--- src/rtl/ctrl_seq.sv ---
// ctrl_seq: multicycle FETCH/DECODE/EXEC/MEM/WB sequencer driven by a 14-bit decoded control word.
// Ports: clk, rst (async active-high); sig (control word, sampled in DECODE), zero, bne, mem_ack;
//        ctl (latched control word), ir_we, pc_we, pc_sel, mem_req, mem_we, mem_byte, reg_we,
//        instr_done, state (3-bit encoding), stall_cnt.
// Optional: define CTRL_SEQ_STALL_CNT_EN to count cycles with mem_req=1 and mem_ack=0 (saturating).
module ctrl_seq #(
    parameter int CW     = 14,
    parameter int SCNT_W = 32
) (
    input  logic              clk,
    input  logic              rst,
    input  logic [CW-1:0]     sig,
    input  logic              zero,
    input  logic              bne,
    input  logic              mem_ack,
    output logic [CW-1:0]     ctl,
    output logic              ir_we,
    output logic              pc_we,
    output logic              pc_sel,
    output logic              mem_req,
    output logic              mem_we,
    output logic              mem_byte,
    output logic              reg_we,
    output logic              instr_done,
    output logic [2:0]        state,
    output logic [SCNT_W-1:0] stall_cnt
);
    typedef enum logic [2:0] {FETCH = 3'd0, DECODE = 3'd1, EXEC = 3'd2, MEM = 3'd3, WB = 3'd4} state_t;
    state_t        state_q, state_d;
    logic [CW-1:0] ctl_q, ctl_d;
    always_ff @(posedge clk or posedge rst) begin
        if (rst) begin
            state_q <= FETCH;
            ctl_q   <= '0;
        end else begin
            state_q <= state_d;
            ctl_q   <= ctl_d;
        end
    end
    // Outputs are also gated by rst so the memory request drops the moment reset asserts.
    always_comb begin
        state_d    = FETCH;
        ctl_d      = ctl_q;
        ir_we      = 1'b0;
        pc_we      = 1'b0;
        pc_sel     = 1'b0;
        mem_req    = 1'b0;
        mem_we     = 1'b0;
        mem_byte   = 1'b0;
        reg_we     = 1'b0;
        instr_done = 1'b0;
        if (!rst) begin
            case (state_q)
                FETCH: begin
                    mem_req = 1'b1;
                    ir_we   = mem_ack;
                    pc_we   = mem_ack;
                    state_d = mem_ack ? DECODE : FETCH;
                end
                DECODE: begin
                    ctl_d   = sig;
                    state_d = EXEC;
                end
                EXEC: begin
                    pc_sel = 1'b1;
                    if (ctl_q[0]) begin
                        pc_we      = 1'b1;
                        reg_we     = ctl_q[5];
                        instr_done = 1'b1;
                    end else if (ctl_q[1]) begin
                        pc_we      = zero ^ bne;
                        instr_done = 1'b1;
                    end else if (ctl_q[4] || ctl_q[3]) begin
                        state_d = MEM;
                    end else if (ctl_q[5]) begin
                        state_d = WB;
                    end else begin
                        instr_done = 1'b1;
                    end
                end
                MEM: begin
                    mem_req    = 1'b1;
                    mem_we     = ctl_q[3];
                    mem_byte   = ctl_q[13];
                    instr_done = mem_ack && !ctl_q[4];
                    state_d    = !mem_ack ? MEM : ctl_q[4] ? WB : FETCH;
                end
                WB: begin
                    reg_we     = 1'b1;
                    instr_done = 1'b1;
                end
                default: state_d = FETCH;
            endcase
        end
    end
    assign ctl   = ctl_q;
    assign state = state_q;
`ifdef CTRL_SEQ_STALL_CNT_EN
    logic [SCNT_W-1:0] stall_cnt_q, stall_cnt_d;
    always_comb stall_cnt_d = (mem_req && !mem_ack && stall_cnt_q != '1) ? stall_cnt_q + 1'b1 : stall_cnt_q;
    always_ff @(posedge clk or posedge rst) begin
        if (rst) stall_cnt_q <= '0;
        else     stall_cnt_q <= stall_cnt_d;
    end
    assign stall_cnt = stall_cnt_q;
`else
    assign stall_cnt = '0;
`endif
endmodule

--- config.mk ---
export PLATFORM = sky130hd
export DESIGN_NAME = ctrl_seq
export DESIGN_NICKNAME = d
export VERILOG_FILES = /design/src/rtl/ctrl_seq.sv
export SDC_FILE = /design/constraint.sdc
export NUM_CORES = 1
export LEC_CHECK = 0
export BUFFER_PORTS_ARGS = -buffer_cell sky130_fd_sc_hd__buf_2
export CORE_UTILIZATION = 30
export CTS_CLUSTER_DIAMETER = 80
export DETAILED_ROUTE_END_ITERATION = 12
export PLACE_DENSITY = 0.69
export SLEW_MARGIN = 20
export SYNTH_ARGS = -nofsm -noshare
export SYNTH_HDL_FRONTEND = slang
export SYNTH_SLANG_ARGS = --single-unit
--- constraint.sdc ---
create_clock -name clk -period 1.7 [get_ports clk]
set_input_delay 0.17 -clock clk [delete_from_list [all_inputs] [get_ports clk]]
set_output_delay 0.17 -clock clk [all_outputs]
set_load 0.005 [all_outputs]
==> reports/qor.txt, run 1 <==
mapped cell area: 1150 sq um
grt met2 use: 15.6%
CTS tree: built
vias: 856
vias per cell: 4.22
measured slew at the worst slew-check pin: 0.658 ns
Pre-antenna DRT Iters: 4
initial antenna violation count: 0
per-cell routed wire length: 10.6 um
Worst Setup End Kind: register
Root Driver: clkbuf_8
Clk Latency, worst-skew pair: 0.25 ns
Required @ worst endpoint: 1.83 ns
gr busiest metal: met2
Mapped Cells: 105
VDD IR-drop max: 0.626 mV
fmax: 595 MHz
Layout area overhead: 21.5%
placed cell count: 196
max-slew violation count: 0
endpoints failing hold: 0
Sinks on Clock Net: 17
Worst Setup Path Type: reg2reg
H-Tree Depth: 1
routability cong.: 0.793
chip height: 63.9 um
RSZ-0062 raised after global routing: true
vias in the first global route: 695
DR iter-0 viols: 11
HP Class: in2async
final hold slack: 0.0584 ns
most frequent cells in the layout: 43 x buf_2, 32 x conb_1, 15 x dfrtp_1, 10 x mux2_4, 7 x buf_4
relative slew slack: 56.1%
clock slew at reported path FFs: 0.06 ns
Pwr per Cell Area: 1000 nW/um^2
met3 Resource Use GR: 2.14%
Fin Clk Skew: 0.00122 ns
total gr overflow: 0
post-route ant nets: 0
Ports: 76
clock period minus worst slack: 1.68 ns
largest net degree at the start of global routing: 18
part of the cycle the worst path needs: 98.8%
IO Port Bufs: 43
maximum fanout along the worst path: 7
Core Rows: 22
GR Util met1: 13.7%
die area: 4080 sq um
status: complete, no violations
syn avg cell area: 11.0 sq um
Nets: 175
# hold bufs at CTS: 0
placed cell area: 1300 sq um
Starting Density: 31.4%
drt drc: 0
Overall Global Routing Usage: 10.4%
Yosys warning total: 0
Design Power: 0.00140 W
Setup-failing EPs final: 0
LEAKAGE: 0.720 nW
fin area: 1400 sq um
Clock Path Buffers: 2
proportion of layout cells with a drive suffix above 1: 48.4%
CP arrival: 1.81 ns
Critical Path Source Type: register
Seq/Total Area, Yosys: 37.0%
Max Cap Viol: 0
post-DP HPWL: 1630 um
# diodes: 0
Die Width: 63.9 um
CTS Buf Count: 3
commonest non-fill, non-tap cell in the layout: buf_2
final WL: 2150 um
total core area: 3660 sq um
Yosys cell types: 31
post-route non-filler standard cell count: 203
first-pass GRT wire length: 3210 um
Seq cells post-synth: 17
-- synthesized netlist by cell type (all sizes together) --
master / instances / area, sq um
buf: 34 / 272
dfrtp: 17 / 425
mux2: 14 / 195
nor2: 5 / 18.8
a21oi: 3 / 15.0
a31oi: 2 / 12.5
and4: 2 / 17.5
clkbuf: 2 / 7.51
nand3: 2 / 10.0
nand3b: 2 / 15.0
nor2b: 2 / 12.5
nor3: 2 / 10.0
nor3b: 2 / 26.3
nor4b: 2 / 17.5
or2: 2 / 12.5
xor2: 2 / 17.5
a2111oi: 1 / 8.76
a21boi: 1 / 7.51
a311oi: 1 / 8.76
conb: 1 / 3.75
inv: 1 / 3.75
nand4: 1 / 6.26
nor4: 1 / 6.26
o21ai: 1 / 5.00
o22ai: 1 / 6.26
o32ai: 1 / 8.76
-- path summary, 6_finish.rpt --
check                               startpoint             endpoint  slack (ns)  cells after the start
setup / recovery            state[2]$_DFF_PP0_   ctl[8]$_DFFE_PP0P_        0.02                      5
hold / removal                             rst   state[2]$_DFF_PP0_        0.06                      2
setup reg to reg            state[2]$_DFF_PP0_   ctl[8]$_DFFE_PP0P_        0.02                      5
hold reg to reg            ctl[12]$_DFFE_PP0P_  ctl[12]$_DFFE_PP0P_        0.51                      1
max in group asynchronous                  rst   state[0]$_DFF_PP0_        1.18                      2
min in group clk                       sig[12]  ctl[12]$_DFFE_PP0P_        0.15                      2
-- where the power goes --
group	switching, W	internal (W)
Combinational	0.000188	0.000286
Sequential	0.000110	0.000521
Clock	0.000129	0.000166
-- per-layer routing --
layer | part of all wire, % | vias to the layer above
met4 | 1.9 | 0
met3 | 6.2 | 5
met5 | 0 | -
li1 | - | 403
met2 | 45 | 49
met1 | 47 | 399
-- metrics by stage --
stage	TNS, ns	util [%]	setup WS, ns
after floorplan	0	-	0.0615
after global routing	-0.264	38.2	-0.0353
after CTS	-0.0214	37.4	-0.0214
final	0	38.2	0.0204
after detailed placement	0	35.5	0.129
after global placement	0	35.5	0.195
-- critical path, cell delays in order (launching register included) --
cell,delay (ns)
dfrtp_1,0.43
or2_4,0.27
buf_4,0.14
nor3b_4,0.18
buf_4,0.22
mux2_4,0.31
-- sequential cells by signal, summed over array words and instances (netlist names) --
name and flops:
ctl 14, state 3
-- logic make-up after synthesis --
logic type / after synthesis / share of synthesized area (%)
other cells: 1 / 0.326
buf+inv: 37 / 24.6
mux: 14 / 17.0
simple gates: 23 / 13.3
compound gates: 11 / 6.31
xor+xnor: 2 / 1.52
flops: 17 / 37.0
-- cell type report --
class                      count  area [sq um]
clock buffer                   4          45.0
fill                         372          2260
inverter                       1          3.75
multi-input combinational     82           582
sequential                    17           428
tap                           48          60.1
timing repair buffer          51           279
-- repair_timing --
action                     in CTS  in global routing
setup buffers                   0                  3
gates resized for setup         5                  3
pin swaps                       0                  2
gates cloned                    0                  0
setup endpoints to repair       2                  3
Note: power is estimated with default switching activity, not from simulation.
==> inputs of run 2 (changes only) <==
MAX_ROUTING_LAYER = met4   (was default)
==> run 2 against run 1 <==
Critical path depth is the same. Hold slack barely moved. Highest routed layer unchanged. Worst setup slack improved by 0.0038 ns. Die area stayed put. Sequential share of layout area stayed put. Sequential power about the same. Register-to-register slack about the same. Largest power group unchanged. Non-clock buffer count did not move.
==> reports/qor.txt, run 2 (synthesis results as in run 1) <==
maximum fanout along the worst path: 7
switching power: 0.000427 W
Reg2Reg Capture Point: ctl[8]$_DFFE_PP0P_
CTS Buf Count: 3
Sw Share: 30.5%
chip height: 63.9 um
post-route non-filler standard cell count: 203
proportion of layout cells with a drive suffix above 1: 48.4%
Clock Path Buffers: 2
LEAKAGE: 0.720 nW
r2r startpoint: state[2]$_DFF_PP0_
Required @ worst endpoint: 1.83 ns
per-cell routed wire length: 10.6 um
part of the cycle the worst path needs: 98.6%
# hold bufs at CTS: 0
Critical Path Source Type: register
total core area: 3660 sq um
initial antenna violation count: 0
clock period minus worst slack: 1.68 ns
post-route ant nets: 0
max-slew violation count: 0
placed cell area: 1300 sq um
vias in the first global route: 695
commonest non-fill, non-tap cell in the layout: buf_2
status: complete, no violations
measured slew at the worst slew-check pin: 0.659 ns
fmax: 597 MHz
Worst Setup Path Type: reg2reg
drt drc: 0
Sinks on Clock Net: 17
Worst Setup End Kind: register
clock group share of total power: 21.1%
VDD IR-drop max: 0.625 mV
routability cong.: 0.804
CP max stage delay: 0.43 ns
Ports: 76
Largest register FFs: 14
Layout area overhead: 21.5%
# diodes: 0
RSZ-0062 raised after global routing: true
H-Tree Depth: 1
Worst path slowest cell: dfrtp_1
vias: 860
IO Port Bufs: 43
final hold slack: 0.0581 ns
Core Rows: 22
Root Driver: clkbuf_8
most frequent cells in the layout: 43 x buf_2, 32 x conb_1, 15 x dfrtp_1, 10 x mux2_4, 7 x buf_4
Overall Global Routing Usage: 10.7%
endpoints failing hold: 0
Pre-antenna DRT Iters: 4
clock slew at reported path FFs: 0.06 ns
most used cell, CP: buf_4
post-DP HPWL: 1630 um
Design Power: 0.00140 W
vias per cell: 4.24
relative slew slack: 56.0%
Nets: 175
fin area: 1400 sq um
DR iter-0 viols: 9
Final Util: 38.2%
total gr overflow: 0
Cell Chain, Critical Path: or2_4 -> buf_4 -> nor3b_4 -> buf_4 -> mux2_4
Starting Density: 31.4%
internal power: 0.000973 W
Fillers: 372
Multi-input gate area: 582 sq um
placed cell count: 196
die area: 4080 sq um
Setup-failing EPs final: 0
Clk Latency, worst-skew pair: 0.25 ns
Fin Clk Skew: 0.00144 ns
Max Cap Viol: 0
r2r setup slk: 0.02 ns
CTS tree: built
Die Width: 63.9 um
combinational share of power: 33.8%
HP Class: in2async
Pwr per Cell Area: 1000 nW/um^2
Flop pwr share: 45.1%
largest net degree at the start of global routing: 18
register area: 428 sq um
final WL: 2140 um
first-pass GRT wire length: 3220 um
worst reg-to-reg path cell count: 5
CP arrival: 1.81 ns
==> run 2: routing by layer <==
metal / share of wire [%] / track usage, % / vias up
met5: 0 / - / -
met4: 1.9 / 5.97 / 0
met3: 7.2 / 2.14 / 5
met2: 45 / 15.6 / 48
met1: 46 / 13.7 / 403
li1: - / - / 404
==> run 2: layout make-up <==
type	instances	area share, %
clock buffers	4	3.22
inverters	1	0.269
multi-input cells	82	41.6
flip-flops and latches	17	30.6
well taps	48	4.30
repair buffers	51	20.0
==> run 2: through the flow <==
| stage | setup WS [ns] | TNS [ns] |
|---|---|---|
| finish | 0.0243 | 0 |
| global route | -0.0353 | -0.264 |
| CTS | -0.0214 | -0.0214 |
| detailed placement | 0.129 | 0 |
| global placement | 0.195 | 0 |
| floorplan | 0.0615 | 0 |
==> run 2: critical path, delay by kind of cell, from the launching register on <==
kind | cells | cell delay [ns]
buffers and inverters | 2 | 0.36
DFF | 1 | 0.43
muxes | 1 | 0.31
and+or+nand+nor | 2 | 0.45
==> run 2: power groups by stage <==
stage / Sequential (W) / Clock [W] / Combinational (W)
after floorplan: 0.000627 / 0 / 0.000319
after global placement: 0.000636 / 0 / 0.000448
after detailed placement: 0.000637 / 0 / 0.000451
after CTS: 0.000634 / 0.000308 / 0.000467
after global routing: 0.000654 / 0.000326 / 0.000520
final: 0.000631 / 0.000296 / 0.000474
==> run 2: repair_timing <==
| action | in CTS | in global routing |
|---|---|---|
| pin swaps | 0 | 2 |
| resized for setup | 5 | 3 |
| buffers inserted | 0 | 3 |
| endpoints found under the setup margin | 2 | 3 |
==> run 2: how the worst max path moves through the flow <==
stage	from	endpoint	slack, ns
global placement	state[1]$_DFF_PP0_	pc_we	0.20
detailed placement	state[2]$_DFF_PP0_	pc_we	0.13
floorplan	state[2]$_DFF_PP0_	ctl[10]$_DFFE_PP0P_	0.06
finish	state[2]$_DFF_PP0_	ctl[8]$_DFFE_PP0P_	0.02
CTS	state[1]$_DFF_PP0_	instr_done	-0.02
global route	state[2]$_DFF_PP0_	ctl[11]$_DFFE_PP0P_	-0.04
==> inputs of run 3 (changes only) <==
==> constraint.sdc (replaced) <==
create_clock -name clk -period 1.7 [get_ports clk]
set_input_delay 0.34 -clock clk [delete_from_list [all_inputs] [get_ports clk]]
set_output_delay 0.34 -clock clk [all_outputs]
set_load 0.005 [all_outputs]
==> run 3 against run 2 <==
The run now ends with negative setup slack left. Count of clock-buffer cells in the layout did not move. Combinational power rose by 10%. Die area did not move. Total power rose by 4.9%. Cell area rose by 12%. Via count rose by 2.7%. Non-clock buffer count rose by 10. Sequential cell count did not move. Maximum frequency fell by 3.3%. Global-route usage rose by 0.64 points.
==> reports/qor.txt, run 3 (synthesis results as in run 1) <==
chip height: 63.9 um
die area: 4080 sq um
RSZ-0062 raised after global routing: true
status: finished, violations left
H-Tree Depth: 1
fmax: 577 MHz
commonest non-fill, non-tap cell in the layout: buf_2
Starting Density: 31.4%
Largest register FFs: 14
max-slew violation count: 0
clock slew at reported path FFs: 0.06 ns
final WL: 2360 um
Required @ worst endpoint: 1.36 ns
proportion of layout cells with a drive suffix above 1: 57.6%
endpoints failing hold: 0
VDD IR-drop max: 0.607 mV
CTS tree: built
CTS Buf Count: 3
Critical Path Source Type: register
post-DP HPWL: 1670 um
maximum fanout along the worst path: 4
vias per cell: 4.15
Worst Setup End Kind: output pin
Pre-antenna DRT Iters: 4
initial antenna violation count: 0
fin area: 1560 sq um
post-route ant nets: 0
Root Driver: clkbuf_8
Die Width: 63.9 um
final hold slack: 0.263 ns
Setup-failing EPs final: 3
Layout area overhead: 35.8%
Worst Slack Setup Final: -0.0322 ns
Sinks on Clock Net: 17
Design Power: 0.00147 W
Worst Setup Path Type: reg2out
Overall Global Routing Usage: 11.3%
per-cell routed wire length: 11.1 um
largest net degree at the start of global routing: 18
part of the cycle the worst path needs: 102%
Nets: 185
Clock Path Buffers: 2
LEAKAGE: 0.793 nW
Clk Latency, worst-skew pair: 0.25 ns
# diodes: 0
DR iter-0 viols: 5
vias in the first global route: 742
Core Rows: 22
HP Class: in2async
most frequent cells in the layout: 43 x buf_2, 32 x conb_1, 13 x dfrtp_1, 11 x mux2_4, 10 x buf_4
total gr overflow: 0
Fin Clk Skew: 0.00269 ns
clock period minus worst slack: 1.73 ns
first-pass GRT wire length: 3420 um
Pwr per Cell Area: 941 nW/um^2
routability cong.: 0.795
total core area: 3660 sq um
CP arrival: 1.39 ns
Ports: 76
vias: 883
IO Port Bufs: 43
placed cell area: 1340 sq um
failing checks: negative setup slack
Final Util: 42.7%
drt drc: 0
Max Cap Viol: 0
==> run 3: layer usage <==
metal	GRT usage [%]	share of wire, %	up-vias
met5	-	0	-
met1	14.0	45	412
li1	-	-	424
met3	2.32	5.9	5
met2	17.2	48	42
met4	5.97	1.7	0
==> run 3: metrics by stage <==
step	setup TNS [ns]	instances	setup WS, ns
CTS	-0.130	209	-0.0474
global route	-0.716	213	-0.0768
detailed placement	0	201	0.0356
floorplan	0	136	0.0615
global placement	0	201	0.0386
finish	-0.0552	213	-0.0322
==> run 3: repair_timing <==
item	4_1_cts	5_1_grt
endpoints found under the setup margin	5	22
hold buffers	0	0
setup buffers	4	4
resized for setup	9	21
pin swaps	2	5
==> run 3: layout make-up <==
class	count	area, sq um
inverter	1	3.75
fill	374	2100
clock buffer	4	45.0
timing repair buffer	61	380
multi-input combinational	82	642
sequential	17	430
tap	48	60.1
==> run 3: worst paths after layout <==
path | startpoint | end | slack [ns] | cells after the start
worst max register to register | state[2]$_DFF_PP0_ | ctl[1]$_DFFE_PP0P_ | 0 | 5
min in group clk | sig[3] | ctl[3]$_DFFE_PP0P_ | 0.31 | 2
worst min-delay path | rst | state[2]$_DFF_PP0_ | 0.26 | 4
max in group asynchronous | rst | ctl[1]$_DFFE_PP0P_ | 1.23 | 4
worst min register to register | ctl[8]$_DFFE_PP0P_ | ctl[8]$_DFFE_PP0P_ | 0.50 | 1
worst max-delay path | state[2]$_DFF_PP0_ | reg_we | -0.03 | 6
==> run 3: worst max-delay path, cell delays in order, from the launching register on <==
cell     delay [ns]
dfrtp_1        0.39
buf_6          0.14
nor2b_4        0.11
buf_6          0.12
a31oi_4        0.08
nor3_2         0.17
buf_2          0.14
==> run 3: where the power goes <==
group	internal, W	leakage [nW]	switching (W)
clock network	0.000166	0.0228	0.000133
registers	0.000524	0.202	0.000124
logic	0.000325	0.568	0.000198
total	0.00102	0.793	0.000455
